--- src/rtl/pc_fetch_unit.sv ---
// pc_fetch_unit: program counter and fetch control for the single-cycle CPU.
// Computes the next PC, sequences BOOT/RUN/HALT, and counts retired
// instructions with a saturating counter.
//
// state | meaning
// BOOT  | one cycle after reset release; fetch disabled, pc held
// RUN   | fetching; pc advances when PCWre is set, halt opcode stops fetch
// HALT  | fetch disabled, pc frozen on the halt instruction until resume
module pc_fetch_unit #(
    parameter logic [31:0] RESET_PC = 32'h0000_0000,
    parameter int          CNT_W    = 32,
    parameter logic [5:0]  HALT_OP  = 6'b111111
) (
    input  logic             CLK,
    input  logic             Reset,
    input  logic             PCWre,
    input  logic [1:0]       PCSrc,
    input  logic             zero,
    input  logic [15:0]      immediate,
    input  logic [25:0]      jump_addr,
    input  logic [5:0]       op,
    input  logic             resume,
    output logic [31:0]      pc,
    output logic [31:0]      pc_plus4,
    output logic             InsMemRW,
    output logic             halted,
    output logic [CNT_W-1:0] retired
);

    typedef enum logic [1:0] {
        ST_BOOT = 2'd0,
        ST_RUN  = 2'd1,
        ST_HALT = 2'd2
    } state_t;

    state_t           r_state;
    logic [31:0]      r_pc;
    logic [CNT_W-1:0] r_retired;
    logic             r_insmem_rw;
    logic             r_halted;

    logic [31:0]      w_pc_plus4;
    logic [31:0]      w_branch_off;
    logic [31:0]      w_branch_tgt;
    logic [31:0]      w_jump_tgt;
    logic [31:0]      w_next_pc;
    logic             w_ret_sat;

    assign w_pc_plus4   = r_pc + 32'd4;
    // Word offset sign-extended and scaled to bytes; keeps pc word-aligned.
    assign w_branch_off = {{14{immediate[15]}}, immediate, 2'b00};
    assign w_branch_tgt = w_pc_plus4 + w_branch_off;
    assign w_jump_tgt   = {w_pc_plus4[31:28], jump_addr, 2'b00};
    assign w_ret_sat    = (r_retired == {CNT_W{1'b1}});

    // Next-PC source select; a not-taken branch falls through to pc + 4.
    always_comb begin
        w_next_pc = w_pc_plus4;
        case (PCSrc)
            2'b00:   w_next_pc = w_pc_plus4;
            2'b01:   w_next_pc = zero ? w_branch_tgt : w_pc_plus4;
            2'b10:   w_next_pc = w_jump_tgt;
            default: w_next_pc = r_pc;
        endcase
    end

    // Fetch FSM with registered Moore outputs, pc and retired counter.
    always_ff @(posedge CLK or negedge Reset) begin
        if (!Reset) begin
            r_state     <= ST_BOOT;
            r_pc        <= RESET_PC;
            r_retired   <= '0;
            r_insmem_rw <= 1'b0;
            r_halted    <= 1'b0;
        end else begin
            case (r_state)
                ST_BOOT: begin
                    r_state     <= ST_RUN;
                    r_insmem_rw <= 1'b1;
                    r_halted    <= 1'b0;
                end
                ST_RUN: begin
                    // Halt opcode wins over PCWre/PCSrc; the halt itself is not retired.
                    if (op == HALT_OP) begin
                        r_state     <= ST_HALT;
                        r_insmem_rw <= 1'b0;
                        r_halted    <= 1'b1;
                    end else if (PCWre) begin
                        r_pc <= w_next_pc;
                        if (!w_ret_sat) begin
                            r_retired <= r_retired + CNT_W'(1);
                        end
                    end
                end
                ST_HALT: begin
                    // op is not looked at here, so a lingering halt opcode
                    // is only acted on again from the first RUN cycle.
                    if (resume) begin
                        r_state     <= ST_RUN;
                        r_pc        <= w_pc_plus4;
                        r_insmem_rw <= 1'b1;
                        r_halted    <= 1'b0;
                    end
                end
                default: begin
                    r_state     <= ST_BOOT;
                    r_insmem_rw <= 1'b0;
                    r_halted    <= 1'b0;
                end
            endcase
        end
    end

    assign pc       = r_pc;
    assign pc_plus4 = w_pc_plus4;
    assign InsMemRW = r_insmem_rw;
    assign halted   = r_halted;
    assign retired  = r_retired;

endmodule

--- config.mk ---
export PLATFORM = sky130hd
export DESIGN_NAME = pc_fetch_unit
export DESIGN_NICKNAME = d
export VERILOG_FILES = /design/src/rtl/pc_fetch_unit.sv
export SDC_FILE = /design/constraint.sdc
export NUM_CORES = 1
export LEC_CHECK = 0
export CAP_MARGIN = 25
export CORE_ASPECT_RATIO = 0.9
export CORE_MARGIN = 2
export CORE_UTILIZATION = 45
export DETAILED_ROUTE_END_ITERATION = 7
export PLACE_DENSITY = 0.78
export SYNTH_ARGS = -nofsm -noshare
export SYNTH_HDL_FRONTEND = slang
export SYNTH_SLANG_ARGS = --single-unit
--- constraint.sdc ---
create_clock -name CLK -period 3.8 [get_ports CLK]
set_clock_uncertainty 0.2 [all_clocks]
set_input_delay 0.76 -clock CLK [delete_from_list [all_inputs] [get_ports CLK]]
set_output_delay 0.76 -clock CLK [all_outputs]
set_load 0.05 [all_outputs]
== Word level (Yosys, flattened, before mapping) ==
Index checks and enable logic that the tools add are counted.
Storage, ports and cells
  register bits: 68
  word-level logic and storage cells: 42
Cells by class
  add/sub/neg operators: 3
  mux-type cells: 15
  equality and inequality tests: 11
  bitwise logic cells: 2
  reduce and logical (&&, ||, !) cells: 6
Operators by type and width (number)
  two-way mux 32 bit: 4
  case mux 32 bit (3 select lines): 1
  case mux 32 bit (2 select lines): 1
  adder 32 x 1 -> 32 bit, second input constant: 1
  adder 32 x 3 -> 32 bit, second input constant: 1
  adder 32 bit: 1
  == test 32 bit, second input constant: 1
  inequality test 2 bit, second input constant: 4
  == test 6 bit, second input constant: 1
  case mux 2 bit (3 select lines): 1
  AND reduction 5 bit: 1
  == test 2 x 1 -> 1 bit, second input constant: 2
  == test 2 bit, second input constant: 2
  zero test 2 bit: 2
  two-way mux 1 bit: 4
  two-way mux 2 bit: 2
  inequality test 4 x 1 -> 1 bit, second input constant: 1
  AND reduction 4 bit: 1
  case mux 1 bit (3 select lines): 1
  inverter 1 bit: 2
  case mux 1 bit (2 select lines): 1
  AND reduction 2 bit: 1
  nonzero test 2 bit: 1

== Logic depth before layout (Yosys ltp) ==
  depth after elaboration: 7
  gate-level depth with buffers: 18
  mapped depth without buffers: 16

== Worst setup path before layout ==
No wires, ideal clock.
  path kind: register -> register
  start point: reg r_pc[7], in the netlist pc[7]
  end point: reg r_pc[31], in the netlist pc[31]
  required time: 3.474 ns
  buffers on the path: 3
  library setup time: 0.126 ns
  clock period less this slack: 5.111 ns
  slack: -1.311 ns
  cell stages (with the launch flop): 18
  arrival time: 4.785 ns
  cells stage by stage: dfrtp_1 buf_2 nand4_2 nor4_4 and2_1 buf_2 nand3_1 xnor2_1 ha_1 clkbuf_1 nand2_1 o21ai_0 o41ai_1 o22ai_1 a41oi_1 nor4_1 a311o_1 a221o_1
On the way
  longest elaborated chain between the ends: 7
  elaborated cells on any way between the ends: 8
  classes of those cells: add/sub: 2; mux: 6
Ends and longest elaborated chain
  start, declared: line 37  | logic [31:0] r_pc;
  start signal, assigned: line 89  | r_pc <= w_next_pc;
  start signal, assigned: line 100  | r_pc <= w_pc_plus4;
  adder 32 x 3 -> 32 bit: line 49  | assign w_pc_plus4 = r_pc + 32'd4;
  named net pc_plus4[23]: line 24  | output logic [31:0] pc_plus4,
  adder 32 bit: line 52  | assign w_branch_tgt = w_pc_plus4 + w_branch_off;
  two-way mux 32 bit: line 61  | 2'b01: w_next_pc = zero ? w_branch_tgt : w_pc_plus4;
  case mux 32 bit (3 select lines): line 59  | case (PCSrc)
  two-way mux 32 bit: line 88  | end else if (PCWre) begin
  two-way mux 32 bit: line 84  | if (op == HALT_OP) begin
  case mux 32 bit (2 select lines): line 76  | case (r_state)
The timed path passes the listed nets, and every way through them passes these cells. The select of a mux whose other input is x is not followed.
A chain may end at the register's enable or synchronous reset.

== Worst setup path in the final report ==
  start point: reg r_pc[11], in the netlist pc[11]
  end point: reg r_pc[31], in the netlist pc[31]
On the way
  longest elaborated chain between the ends: 7
  elaborated cells on any way between the ends: 8
  classes of those cells: add/sub: 2; mux: 6
Ends and longest elaborated chain (line)
  adder 32 x 3 -> 32 bit (*): 49
  adder 32 bit: 52
  two-way mux 32 bit: 61
  case mux 32 bit (3 select lines): 59
  two-way mux 32 bit: 88
  two-way mux 32 bit: 84
  case mux 32 bit (2 select lines) (*): 76
Mark *: on every way between the ends. The rest lies on a longest branch, timed or not. The select of a mux whose other input is x is not followed.

==> run metrics <==
Final Util=0.7493; CP Capture Type=flop; Worst VDD drop=0.0005744 V; CP required=3.83 ns; violated checks=negative setup slack; PD cells=800.9 nW/um^2; max_slew headroom=0.4176; area delta synth->final=63.93%; Clock Latency Late Sink=0.34 ns; Final Setup Violations=2; mean post-synth cell area=8.413 sq um; vias=6667; Hold Crit Class=reg2reg; final hold vios=0; Port Buf Inserts=148; Crit path arrival time=3.85 ns; die span in y=111.3 um; clock slew at reported path FFs=0.06 ns; Site Rows=39; Leak Pwr=4.014 nW; total CTS buffers=9; Netlist cell types=83; GPL Wtd Cong=0.9788; Max-cap violations=0; #FFs+latches synth=64; crit start category=flop; Placed Area=8516 sq um; Yosys warnings=0; WL/cell=19.98 um; worst hold margin=0.2941 ns; min cycle time layout=3.827 ns; core area=12590 sq um; Max Root-Sink Buffers=2; Post-Route WL=22000 um; Mapped Area=5754 sq um; status=finished with violations; antenna cells=0; Starting Density=0.4571; Vias/cell=6.055; DP HPWL=15640 um; Worst Max-Slew Pin Slew=0.8736 ns; vias in the first global route=6446; initial antenna violation count=0; NumNets Final=1029; Die Span X=123.2 um; Ports=153; GRT Total Usage=0.3038; Post-synth ARST share=1.000; # DRC=0; first-pass GRT wire length=32760 um; clk sinks=64; Mapped Cells=684; number of synthesized flops with an enable pin=0; worst-path fanout max=4; fmax=0.2613 GHz; final setup margin=-0.02671 ns; layout cell share with drive strength beyond 1=0.2892; RSZ-0062 raised after global routing=true; Antenna Violating Nets Remaining=0; fin crit share=1.007; Final Max Slew Viols=0; CTS tree=done; CP Class=reg2reg; clk root buf=clkbuf_16; post-route cell area=9433 sq um; CTS H-tree depth=3; DP Worst Slack=-0.1956 ns; drt first pass iters=5; post-synthesis sequential area ratio=0.2783; First DRT Iteration DRCs=703; largest net degree at the start of global routing=40; GR Overflow Total=0; leading register cell type out of synthesis=dfrtp_1; Die ar.=13710 sq um
-- critical path: stages (launching register included) --
cell and delay [ns]:
dfrtp_2 0.37, nand4_1 0.29, nor3_4 0.28, and3_4 0.26
nand3_2 0.15, xnor2_4 0.25, ha_4 0.24, nand2_1 0.11
o21ai_4 0.09, o41ai_4 0.34, o22ai_1 0.14, a41oi_2 0.28
nor4_2 0.07, a311o_1 0.35, a221o_1 0.30
-- registers in the layout, indices dropped and copies added (netlist names) --
signal,cells
retired,32
pc,30
InsMemRW,1
halted,1
-- synthesized netlist by cell type (all sizes together), types with 8 or more instances --
cell	count	area, sq um
nor3	15	85.08
and4	8	75.07
xnor2	58	515.5
and2	8	50.05
nand3	40	222.7
nand4	16	118.9
a21o	13	97.59
nand2	70	265.3
o21ai	37	192.7
and3	18	113.9
buf	12	70.07
a21oi	54	281.5
dfrtp	64	1602
inv	25	93.84
a22oi	10	75.07
ha	41	513.0
xor2	23	201.4
clkbuf	25	93.84
nor2	47	193.9
-- final cells by class --
class	count	area, sq um
timing repair buffer	271	2499
multi-input combinational	561	4663
clock buffer	10	239.0
tap	164	205.2
sequential	64	1618
inverter	25	93.84
clock inverter	6	115.1
fill	869	3157
-- layout by cell type, fill, tap and decap left out, types with 5 or more instances in the layout --
cell type and count:
a21o_1 13, a21oi_1 45, a21oi_2 7, a221oi_1 7, a22oi_1 10, a31oi_1 6
and2_1 7, and3_1 16, and4_1 6, buf_12 9, buf_4 122, buf_6 5
clkbuf_16 9, clkdlybuf4s50_1 134, dfrtp_1 51, dfrtp_2 13, ha_1 25, ha_4 14
inv_1 25, nand2_1 65, nand2b_1 7, nand3_1 30, nand3_2 5, nand3_4 5
nand4_1 13, nor2_1 40, nor3_1 12, o21ai_0 28, o21ai_1 6, o22ai_1 7
xnor2_1 41, xnor2_2 9, xnor2_4 8, xor2_1 16, xor2_4 5
-- kinds of logic after synthesis --
family / after synthesis / share of synthesized area
adders and majority gates: 42 / 0.09263
AOI/OAI and AO/OA: 194 / 0.2398
buffers and inverters: 62 / 0.04479
xor gates and xnor gates: 81 / 0.1246
and+or+nand+nor: 239 / 0.2172
muxes: 1 / 0.001957
other: 1 / 0.0006517
DFF: 64 / 0.2783
-- repair_timing --
| action | 4_1_cts | 5_1_grt |
|---|---|---|
| setup buffers | 0 | 18 |
| hold buffers | 0 | 0 |
| gates resized for setup | 10 | 56 |
| endpoints found under the setup margin | 7 | 18 |
| pin swaps | 2 | 42 |
| hold endpoints to repair | 0 | 0 |
-- stage by stage --
stage	std cells	power, mW	setup TNS (ns)
floorplan	687	4.251	-3.385
global placement	1067	5.922	-0.1565
detailed placement	1067	6.027	-0.5855
CTS	1083	7.097	0
global route	1101	7.920	-0.6104
finish	1101	7.555	-0.03302
-- final timing paths --
kind	start	to	slack [ns]	depth (start not counted)
setup / recovery	pc[11]$_DFFE_PN0P_	pc[31]$_DFFE_PN0P_	-0.03	14
hold / removal	retired[17]$_DFFE_PN0P_	retired[17]$_DFFE_PN0P_	0.29	1
setup reg to reg	pc[11]$_DFFE_PN0P_	pc[31]$_DFFE_PN0P_	-0.03	14
hold reg to reg	retired[17]$_DFFE_PN0P_	retired[17]$_DFFE_PN0P_	0.29	1
max in group asynchronous	Reset	pc[16]$_DFFE_PN0P_	2.27	2
min in group asynchronous	Reset	retired[14]$_DFFE_PN0P_	0.34	1
-- per-layer routing --
layer	track usage	vias to the layer above	wire length [um]
met5	0	-	0
met4	0.09621	0	663
met3	0.05864	77	1839
met2	0.4930	369	10590
met1	0.4048	3208	8904
li1	-	3013	-
-- power breakdown --
group / switching, mW / internal, mW / leakage (nW)
sequential: 0.234 / 0.863 / 0.824
combinational: 3.21 / 2.25 / 3.02
clock: 0.335 / 0.662 / 0.169
Power figures use the tool's default switching activity.
